**src/rtl/timer_dev.sv**
```systemverilog
// Memory-mapped countdown timer (CTRL/PRESET/COUNT) with level interrupt on the bridge bus.
// Optional prescaler enabled by defining TIMER_PRESCALE_EN (tick every DIV clk cycles).
module timer_dev #(
  parameter int unsigned DIV   = 8,
  parameter int unsigned WIDTH = 32
) (
  input  logic        clk,
  input  logic        reset,
  input  logic [1:0]  Addr,
  input  logic        WE,
  input  logic [31:0] DIn,
  output logic [31:0] DOut,
  output logic        IRQ
);

  typedef enum logic [1:0] {IDLE, LOAD, CNT, INT} state_e;

  state_e           state_q, state_d;
  logic [3:0]       ctrl_q, ctrl_d;
  logic [WIDTH-1:0] preset_q, preset_d;
  logic [WIDTH-1:0] count_q, count_d;
  logic             irq_pend_q, irq_pend_d;
  logic             irq_q, irq_d;
  logic             tick;
  logic             ctrl_wr, preset_wr;

  assign ctrl_wr   = WE && (Addr == 2'd0);
  assign preset_wr = WE && (Addr == 2'd1);

`ifdef TIMER_PRESCALE_EN
  localparam int unsigned PW = (DIV > 1) ? $clog2(DIV) : 1;
  logic [PW-1:0] presc_q, presc_d;

  assign tick = (presc_q == PW'(DIV - 1));

  always_comb begin
    presc_d = '0;
    if (state_q == CNT && ctrl_q[0] && !tick)
      presc_d = presc_q + PW'(1);
  end

  always_ff @(posedge clk or negedge reset) begin
    if (!reset) presc_q <= '0;
    else        presc_q <= presc_d;
  end
`else
  // Without the prescaler every cycle is a tick (DIV is never zero).
  assign tick = (DIV != 0);
`endif

  always_comb begin
    state_d    = state_q;
    ctrl_d     = ctrl_q;
    preset_d   = preset_q;
    count_d    = count_q;
    irq_pend_d = irq_pend_q;

    if (ctrl_wr)
      irq_pend_d = 1'b0;

    case (state_q)
      IDLE: if (ctrl_q[0]) state_d = LOAD;
      LOAD: begin
        if (!ctrl_q[0]) begin
          state_d = IDLE;
        end else begin
          count_d = preset_q;
          state_d = CNT;
        end
      end
      CNT: begin
        if (!ctrl_q[0]) begin
          state_d = IDLE;
        end else if (tick) begin
          if (count_q <= WIDTH'(1)) begin
            count_d    = '0;
            irq_pend_d = 1'b1;
            state_d    = INT;
          end else begin
            count_d = count_q - WIDTH'(1);
          end
        end
      end
      INT: begin
        if (ctrl_q[2:1] == 2'b01) begin
          irq_pend_d = 1'b0;
          state_d    = ctrl_q[0] ? LOAD : IDLE;
        end else begin
          ctrl_d[0] = 1'b0;
          state_d   = IDLE;
        end
      end
      default: state_d = IDLE;
    endcase

    // CPU writes override any FSM update of CTRL made above.
    if (ctrl_wr)
      ctrl_d = DIn[3:0];
    if (preset_wr)
      preset_d = WIDTH'(DIn);

    irq_d = ctrl_d[3] & irq_pend_d;
  end

  always_ff @(posedge clk or negedge reset) begin
    if (!reset) begin
      state_q    <= IDLE;
      ctrl_q     <= '0;
      preset_q   <= '0;
      count_q    <= '0;
      irq_pend_q <= 1'b0;
      irq_q      <= 1'b0;
    end else begin
      state_q    <= state_d;
      ctrl_q     <= ctrl_d;
      preset_q   <= preset_d;
      count_q    <= count_d;
      irq_pend_q <= irq_pend_d;
      irq_q      <= irq_d;
    end
  end

  always_comb begin
    DOut = '0;
    case (Addr)
      2'd0:    DOut = {28'd0, ctrl_q};
      2'd1:    DOut = 32'(preset_q);
      2'd2:    DOut = 32'(count_q);
      default: DOut = '0;
    endcase
  end

  assign IRQ = irq_q;

endmodule

```
**config.mk**
```make
export PLATFORM = sky130hd
export DESIGN_NAME = timer_dev
export DESIGN_NICKNAME = d
export VERILOG_FILES = /design/src/rtl/timer_dev.sv
export SDC_FILE = /design/constraint.sdc
export NUM_CORES = 1
export LEC_CHECK = 0
export ABC_AREA = 0
export CORE_MARGIN = 4
export CORE_UTILIZATION = 40
export CTS_BUF_LIST = sky130_fd_sc_hd__clkbuf_4 sky130_fd_sc_hd__clkbuf_8
export CTS_CLUSTER_DIAMETER = 40
export CTS_CLUSTER_SIZE = 14
export DETAILED_ROUTE_END_ITERATION = 7
export GPL_ROUTABILITY_DRIVEN = 0
export GPL_TIMING_DRIVEN = 0
export HOLD_SLACK_MARGIN = 0.05
export SLEW_MARGIN = 20
export SYNTH_ARGS = -nofsm -noshare
export SYNTH_HDL_FRONTEND = slang
export SYNTH_SLANG_ARGS = --single-unit
```
**constraint.sdc**
```tcl
create_clock -name clk -period 2.83 [get_ports clk]
set_clock_uncertainty 0.15 [all_clocks]
set_input_delay 0.566 -clock clk [delete_from_list [all_inputs] [get_ports clk]]
set_output_delay 0.566 -clock clk [all_outputs]
set_load 0.01 [all_outputs]
```
==> metrics.md, run 1 <==
| Metric | Value |
|---|---|
| Pint | `2510 µW` |
| Crit start category | `input port` |
| GRT Overall Usage | `22.6%` |
| Netlist Area Pre-Place | `4220 µm²` |
| Synth area leader | `dfrtp_1` |
| WL per Instance | `~21 µm` |
| CTS HTree Levels | `3` |
| CTS sink count | `72` |
| Clock slew at reported path FFs | `around 0.070 ns` |
| Clk Latency, worst-skew pair | `0.36 ns` |
| Run status | `complete, no violations` |
| Top Metal Used | `met4` |
| Final Instance Area | `5430 µm²` |
| Layout cells sized above 1 | `between 10% and 20%` |
| Sw frac | `between 40% and 50%` |
| CTS Buf Count | `9` |
| Critical path class | `in2out` |
| Largest net degree at the start of global routing | `38` |
| Initial core utilization | `between 40% and 50%` |
| Met3 WL | `around 1000 µm` |
| Final Hold Viols | `0` |
| Clk buf depth | `2` |
| CP Max Fanout | `10` |
| Netlist cell types | `53` |
| RSZ-0062 raised after global routing | `no` |
| CP Data Arrival Time | `~2 ns` |
| DRC | `0` |
| Root Driver | `clkbuf_8` |
| Via/cell ratio | `6.22` |
| Iter 0 DRT Violations | `~320` |
| Initial antenna violation count | `0` |
| Leakage | `0.00224 µW` |
| Routed wire length | `between 10000 and 15000 µm` |
| Synth warnings | `0` |
| Hold depth | `1` |
| WL met1 | `~6300 µm` |
| Post-synth EDFFs | `0` |
| #FFs+latches synth | `between 70 and 80` |
| Post-synthesis async set-or-reset flop share | `100%` |
| Layout area overhead | `28.5%` |
| Final period utilization | `97.6%` |
| Vias in the first global route | `~4000` |
| Die Area | `12300 µm²` |
| CTS tree | `done` |
| Minimum clock period | `2.76 ns` |
| Number of antenna repair diodes | `0` |
| Class of the worst hold path | `reg2reg` |
| Peak Freq | `roughly 360 MHz` |
| Simple-gate area share of the yosys netlist | `between 10% and 20%` |
| Post-synthesis mux area share | `around a tenth` |
| Row Count | `37` |
| Final setup fails | `0` |
| Placed cells | `approximately 650` |
| I/O Pins | `70` |
| Post-synth top flop | `dfrtp_1` |
| Core area | `roughly 10000 µm²` |
| Non-Filler Instances | `658` |
| Rel. slew slack | `52.8%` |
| Port Buffer Count | `68` |
| Die width | `around 110 µm` |
| Post-Syn Instances | `440` |
| Complex-gate fraction of the synthesized area | `a little over a fifth` |
| Top cell type's share of synthesized area | `about 43%` |
| Die height | `~110 µm` |
| Adder-Cell Fraction of Synth Area | `less than 1%` |
| Placed instance area | `5090 µm²` |
| PwrDens | `roughly 780 nW/µm²` |
| Syn Nets | `about 480` |
| Final antenna-violating net count | `0` |
| Post-synthesis area per instance | `between 9 and 10 µm²` |
| CP required | `approximately 2.1 ns` |
| # Max-Cap Violations | `0` |
| Clock power frac | `between 15 and 20%` |
| Global-route wire length before repair | `roughly 22000 µm` |
| CP Capture Type | `primary output` |
| Metal2 WL | `about 6400 µm` |
| Worst Max-Slew Pin Slew | `roughly 0.7 ns` |
| Final Total Pwr | `approximately 4300 µW` |
| TritonRoute pass-1 iters | `5` |
| Post-synthesis sequential area ratio | `42.7%` |
| Flop pwr share | `about two fifths` |
| Post-synthesis xor/xnor area fraction | `0%` |
| Main combinational cell family by area after synthesis | `compound AO/OA/AOI/OAI gates` |
| Fin nets | `around 560` |
| Worst VDD drop | `roughly 0.24 mV` |
| Post-DP HPWL | `~9700 µm` |
| GRT overflow | `0` |
| Slew Limit Fails | `0` |
| Synth top area cells | `dfrtp_1 43%, mux2_2 9.1%, a22o_1 6.0%, a21oi_1 3.1%, clkbuf_1 2.6%` |
| Total number of vias | `about 4000` |
| Switch Pwr | `roughly 1800 µW` |
| Total negative setup slack | `0 ns` |
| Logic pwr share | `between 40 and 50%` |
| Reg2reg path depth | `8` |
-- sequential cells by signal (all words and copies together) (netlist names) --
| signal | count |
|---|---|
| preset_q | 32 |
| count_q | 32 |
| state_q | 2 |
| irq_pend_q | 1 |
| IRQ | 1 |
| ctrl_q | 4 |
-- cell usage in the layout (no fill, tap or decap), types with 5 or more instances in the layout --
cell type | synthesis | layout
nor3_1 | 11 | 9
mux2i_1 | 6 | 6
buf_6 | 1 | 5
o211ai_1 | 10 | 10
a31oi_1 | 10 | 10
and3_1 | 17 | 17
o21ai_0 | 18 | 17
clkbuf_2 | 0 | 6
buf_1 | 7 | 5
clkbuf_1 | 29 | 16
clkdlybuf4s50_1 | 0 | 59
nor2_1 | 16 | 16
clkbuf_8 | 0 | 10
nand2_1 | 26 | 26
or4_1 | 6 | 6
mux2_2 | 34 | 34
nand3_1 | 13 | 13
nand4_1 | 13 | 13
nor2b_1 | 11 | 10
dfrtp_1 | 72 | 72
inv_1 | 13 | 13
a22o_1 | 29 | 29
a21oi_1 | 26 | 26
or3_1 | 7 | 7
o311ai_0 | 7 | 7
dlymetal6s2s_1 | 0 | 7
-- worst paths after layout --
check,startpoint,to,slack [ns]
worst max-delay path,Addr[0],DOut[27],0.07
worst min-delay path,preset_q[19],preset_q[19],0.38
worst max register to register,count_q[17],count_q[27],0.12
worst min register to register,preset_q[19],preset_q[19],0.38
max in group asynchronous,reset,count_q[26],1.39
min in group asynchronous,reset,preset_q[7],0.56
-- critical path, cell delays in order --
cell	delay, ns
clkdlybuf4s15_2	0.24
nor2b_2	0.18
buf_6	0.16
buf_8	0.17
a22o_1	0.18
clkdlybuf4s50_1	0.54
-- area by class of cell --
class                   count  area [µm²]
multi-input cells         314        2280
flip-flops and latches     72        1800
clock buffers              13         160
plain buffers              39         230
repair buffers             70         727
fillers                   951        4900
inverters                  13        48.8
clock inverters             1        5.00
well taps                 136         170
-- metrics by stage --
step	setup WS, ns	hold WS [ns]	util, %
final	0.0673	0.377	52.6
after global routing	0.00312	0.399	52.6
after CTS	0.00704	0.383	52.0
after detailed placement	-1.06	0.366	49.3
after global placement	-1.62	0.363	49.2
after floorplan	0.315	0.120	-
-- Yosys cell counts, drive strengths merged, types with 10 or more instances --
master	n
dfrtp	72
mux2	34
a22o	29
clkbuf	29
a21oi	26
nand2	26
o21ai	19
and3	17
nor2	16
nand4	14
inv	13
nand3	13
buf	12
nor2b	11
nor3	11
o211ai	11
a31oi	10
-- layer usage --
| layer | global-route usage, % | vias to the layer above |
|---|---|---|
| li1 | - | 1848 |
| met1 | 31.8 | 2027 |
| met2 | 34.7 | 193 |
| met3 | 3.71 | 28 |
| met4 | 8.70 | 0 |
| met5 | 0 | - |
-- what timing repair did --
action                                 CTS  global route
pin swaps                                0             1
endpoints found under the hold margin   16             0
buffers inserted                         0             0
hold buffers                             1             0
setup endpoints to repair               57            60
gates resized for setup                 31            28
-- logic make-up after synthesis --
group,count (synthesis)
compound gates,128
fa+ha+maj,2
buf+inv,54
flops,72
mux,40
simple gates,144
-- power groups by stage --
stage	Sequential, µW	Combinational [µW]	Clock (µW)
finish	1790	1730	744
global route	1840	1880	789
CTS	1760	1680	754
detailed placement	1760	1640	0
global placement	1750	1600	0
floorplan	1640	1100	0
Note: power is estimated with default switching activity, not from simulation.
==> run 2: changes to the inputs <==
--- a/config.mk
+++ b/config.mk
@@ -19,3 +19,4 @@
 export SYNTH_ARGS = -nofsm -noshare
 export SYNTH_HDL_FRONTEND = slang
 export SYNTH_SLANG_ARGS = --single-unit
+export TNS_END_PERCENT = 10
==> run 2 against run 1 <==
Against the previous run:
- highest routed layer unchanged
- non-clock buffer count up 1
- largest cell class unchanged
- worst hold slack about the same
- first-iteration DRC count rose by 4.7%
- utilization down 0.073 points
- clock-buffer cell count did not move
- power shrank 0.22%
- clock power about the same
==> metrics.md, run 2 (synthesis gave the netlist of run 1 again) <==
| Metric | Value |
|---|---|
| CTS tree | `done` |
| Worst path max stage delay | `roughly 0.53 ns` |
| Die width | `111 µm` |
| Worst VDD drop | `0.245 mV` |
| Final Instance Area | `5420 µm²` |
| GRT Overall Usage | `a little under a quarter` |
| Non-Filler Instances | `about 660` |
| GRT overflow | `0` |
| Largest net degree at the start of global routing | `38` |
| Final Total Pwr | `4250 µW` |
| Clock power frac | `approximately 18%` |
| Clk Latency, worst-skew pair | `0.36 ns` |
| Fin nets | `approximately 560` |
| Port Buffer Count | `between 60 and 70` |
| CP Capture Type | `primary output` |
| Slew Limit Fails | `0` |
| Root Driver | `clkbuf_8` |
| Rel. slew slack | `between 50% and 60%` |
| Final antenna-violating net count | `0` |
| Class of the worst hold path | `reg2reg` |
| Critical path class | `in2out` |
| Final Hold Viols | `0` |
| Layout cells sized above 1 | `between 10% and 20%` |
| PwrDens | `around 800 nW/µm²` |
| CP Data Arrival Time | `a little over 2 ns` |
| CTS HTree Levels | `3` |
| CTS Buf Count | `9` |
| # Max-Cap Violations | `0` |
| Sw frac | `41.0%` |
| Leakage | `~0.0022 µW` |
| Commonest non-fill, non-tap cell in the layout | `dfrtp_1` |
| Iter 0 DRT Violations | `approximately 330` |
| Core area | `around 10000 µm²` |
| Flop pwr share | `42.1%` |
| Peak Freq | `around 360 MHz` |
| RSZ-0062 raised after global routing | `yes` |
| Die Area | `12300 µm²` |
| CP top delay family | `buffers and inverters` |
| Layout filler cell count | `948` |
| Row Count | `37` |
| Number of antenna repair diodes | `0` |
| Switch Pwr | `1740 µW` |
| Largest registers | `count_q x32, preset_q x32, ctrl_q x4` |
| TritonRoute pass-1 iters | `5` |
| Buffers & Inverters on Critical Path | `4` |
| Area of the multi-input gates | `between 2000 and 2500 µm²` |
| WL per Instance | `between 20 and 25 µm` |
| CP required | `between 2 and 2.5 ns` |
| Logic pwr share | `around 40%` |
| Initial antenna violation count | `0` |
| Crit start category | `input port` |
| Clock slew at reported path FFs | `0.07 ns` |
| Initial core utilization | `approximately two fifths` |
| Post-layout util | `about 53%` |
| Pint | `~2500 µW` |
| Post-DP HPWL | `~9700 µm` |
| Vias in the first global route | `slightly below 4000` |
| Postcts setup bufs | `0` |
| Clk buf depth | `2` |
| Via/cell ratio | `6.18` |
| Final setup fails | `0` |
| Crit-path slowest cell | `clkdlybuf4s50_1` |
| Placed cells | `645` |
| Run status | `complete, no violations` |
| Routed wire length | `between 10000 and 15000 µm` |
| Worst-path cell chain | `clkdlybuf4s15_2 -> nor2b_2 -> buf_4 -> clkbuf_8 -> a22o_1 -> clkdlybuf4s50_1` |
| DRC | `0` |
| I/O Pins | `70` |
| Minimum clock period | `between 2 and 3 ns` |
| Layout area overhead | `28.3%` |
| Die height | `roughly 110 µm` |
| Final period utilization | `98.3%` |
| Worst Max-Slew Pin Slew | `0.677 ns` |
| Hold_ws | `0.377 ns` |
| CTS sink count | `between 70 and 80` |
| CP Max Fanout | `10` |
| Sequential Area | `about 1800 µm²` |
| Total number of vias | `between 4000 and 5000` |
| Placed instance area | `roughly 5100 µm²` |
| Commonest non-fill, non-tap cells in the layout | `72 x dfrtp_1, 59 x clkdlybuf4s50_1, 34 x mux2_2, 29 x a22o_1` |
| Global-route wire length before repair | `22100 µm` |
-- run 2: cell count changes in the layout (fill, tap and decap cells not counted) --
| cell | before | now |
|---|---|---|
| clkbuf_8 | 10 | 12 |
| nor3_1 | 9 | 10 |
| buf_4 | 1 | 2 |
| buf_8 | 3 | 1 |
| o21ai_1 | 1 | 0 |
| o21ai_0 | 17 | 18 |
| clkbuf_1 | 16 | 17 |
| buf_6 | 5 | 4 |
| nor3_2 | 2 | 1 |
-- run 2: layout make-up --
cell class,instances,area share [%]
inverter,13,0.900
clock buffer,13,2.95
tap,136,3.14
multi-input combinational,314,42.1
clock inverter,1,0.0923
buffer,40,4.20
timing repair buffer,70,13.4
sequential,72,33.2
-- run 2: worst reg2reg max path, delay by kind of cell, from the launching register on --
family | cells | cell delay, ns
and+or+nand+nor | 4 | 1.75
DFF | 1 | 0.36
buffers and inverters | 1 | 0.23
AOI/OAI and AO/OA | 1 | 0.15
-- run 2: metal layers --
metal | vias to the layer above | wire [µm] | track usage [%] | part of all wire [%]
met2 | 186 | 6330 | 34.7 | 45
met5 | - | 0 | 0 | 0
met3 | 25 | 1080 | 3.71 | 7.7
li1 | 1850 | - | - | -
met4 | 0 | 297 | 8.70 | 2.1
met1 | 2011 | 6250 | 31.8 | 45
-- run 2: power by group through the flow --
stage                     clock network (µW)  logic (µW)  registers [µW]
after floorplan                            0        1100            1640
after global placement                     0        1600            1750
after detailed placement                   0        1640            1760
after CTS                                754        1680            1760
after global routing                     789        1870            1840
final                                    744        1720            1790
-- run 2: timing repair --
item / CTS / global route
endpoints found under the setup margin: 57 / 60
endpoints found under the hold margin: 16 / 0
pin swaps: 0 / 1
hold buffers: 1 / 0
resized for setup: 31 / 23
-- run 2: metrics by stage --
stage                     setup TNS [ns]  setup slack [ns]
after CTS                              0           0.00704
final                                  0            0.0484
after global routing              -0.193           -0.0339
after global placement           -151.17             -1.62
after floorplan                        0             0.315
after detailed placement          -36.33             -1.06
-- run 2: final timing paths --
path | start | end | slack (ns) | cells after the start
worst max-delay path | Addr[0] | DOut[13] | 0.05 | 6
worst min-delay path | preset_q[19] | preset_q[19] | 0.38 | 1
worst max register to register | count_q[17] | count_q[31] | 0.11 | 6
worst min register to register | preset_q[19] | preset_q[19] | 0.38 | 1
max in group asynchronous | reset | count_q[26] | 1.38 | 3
min in group asynchronous | reset | preset_q[7] | 0.56 | 2
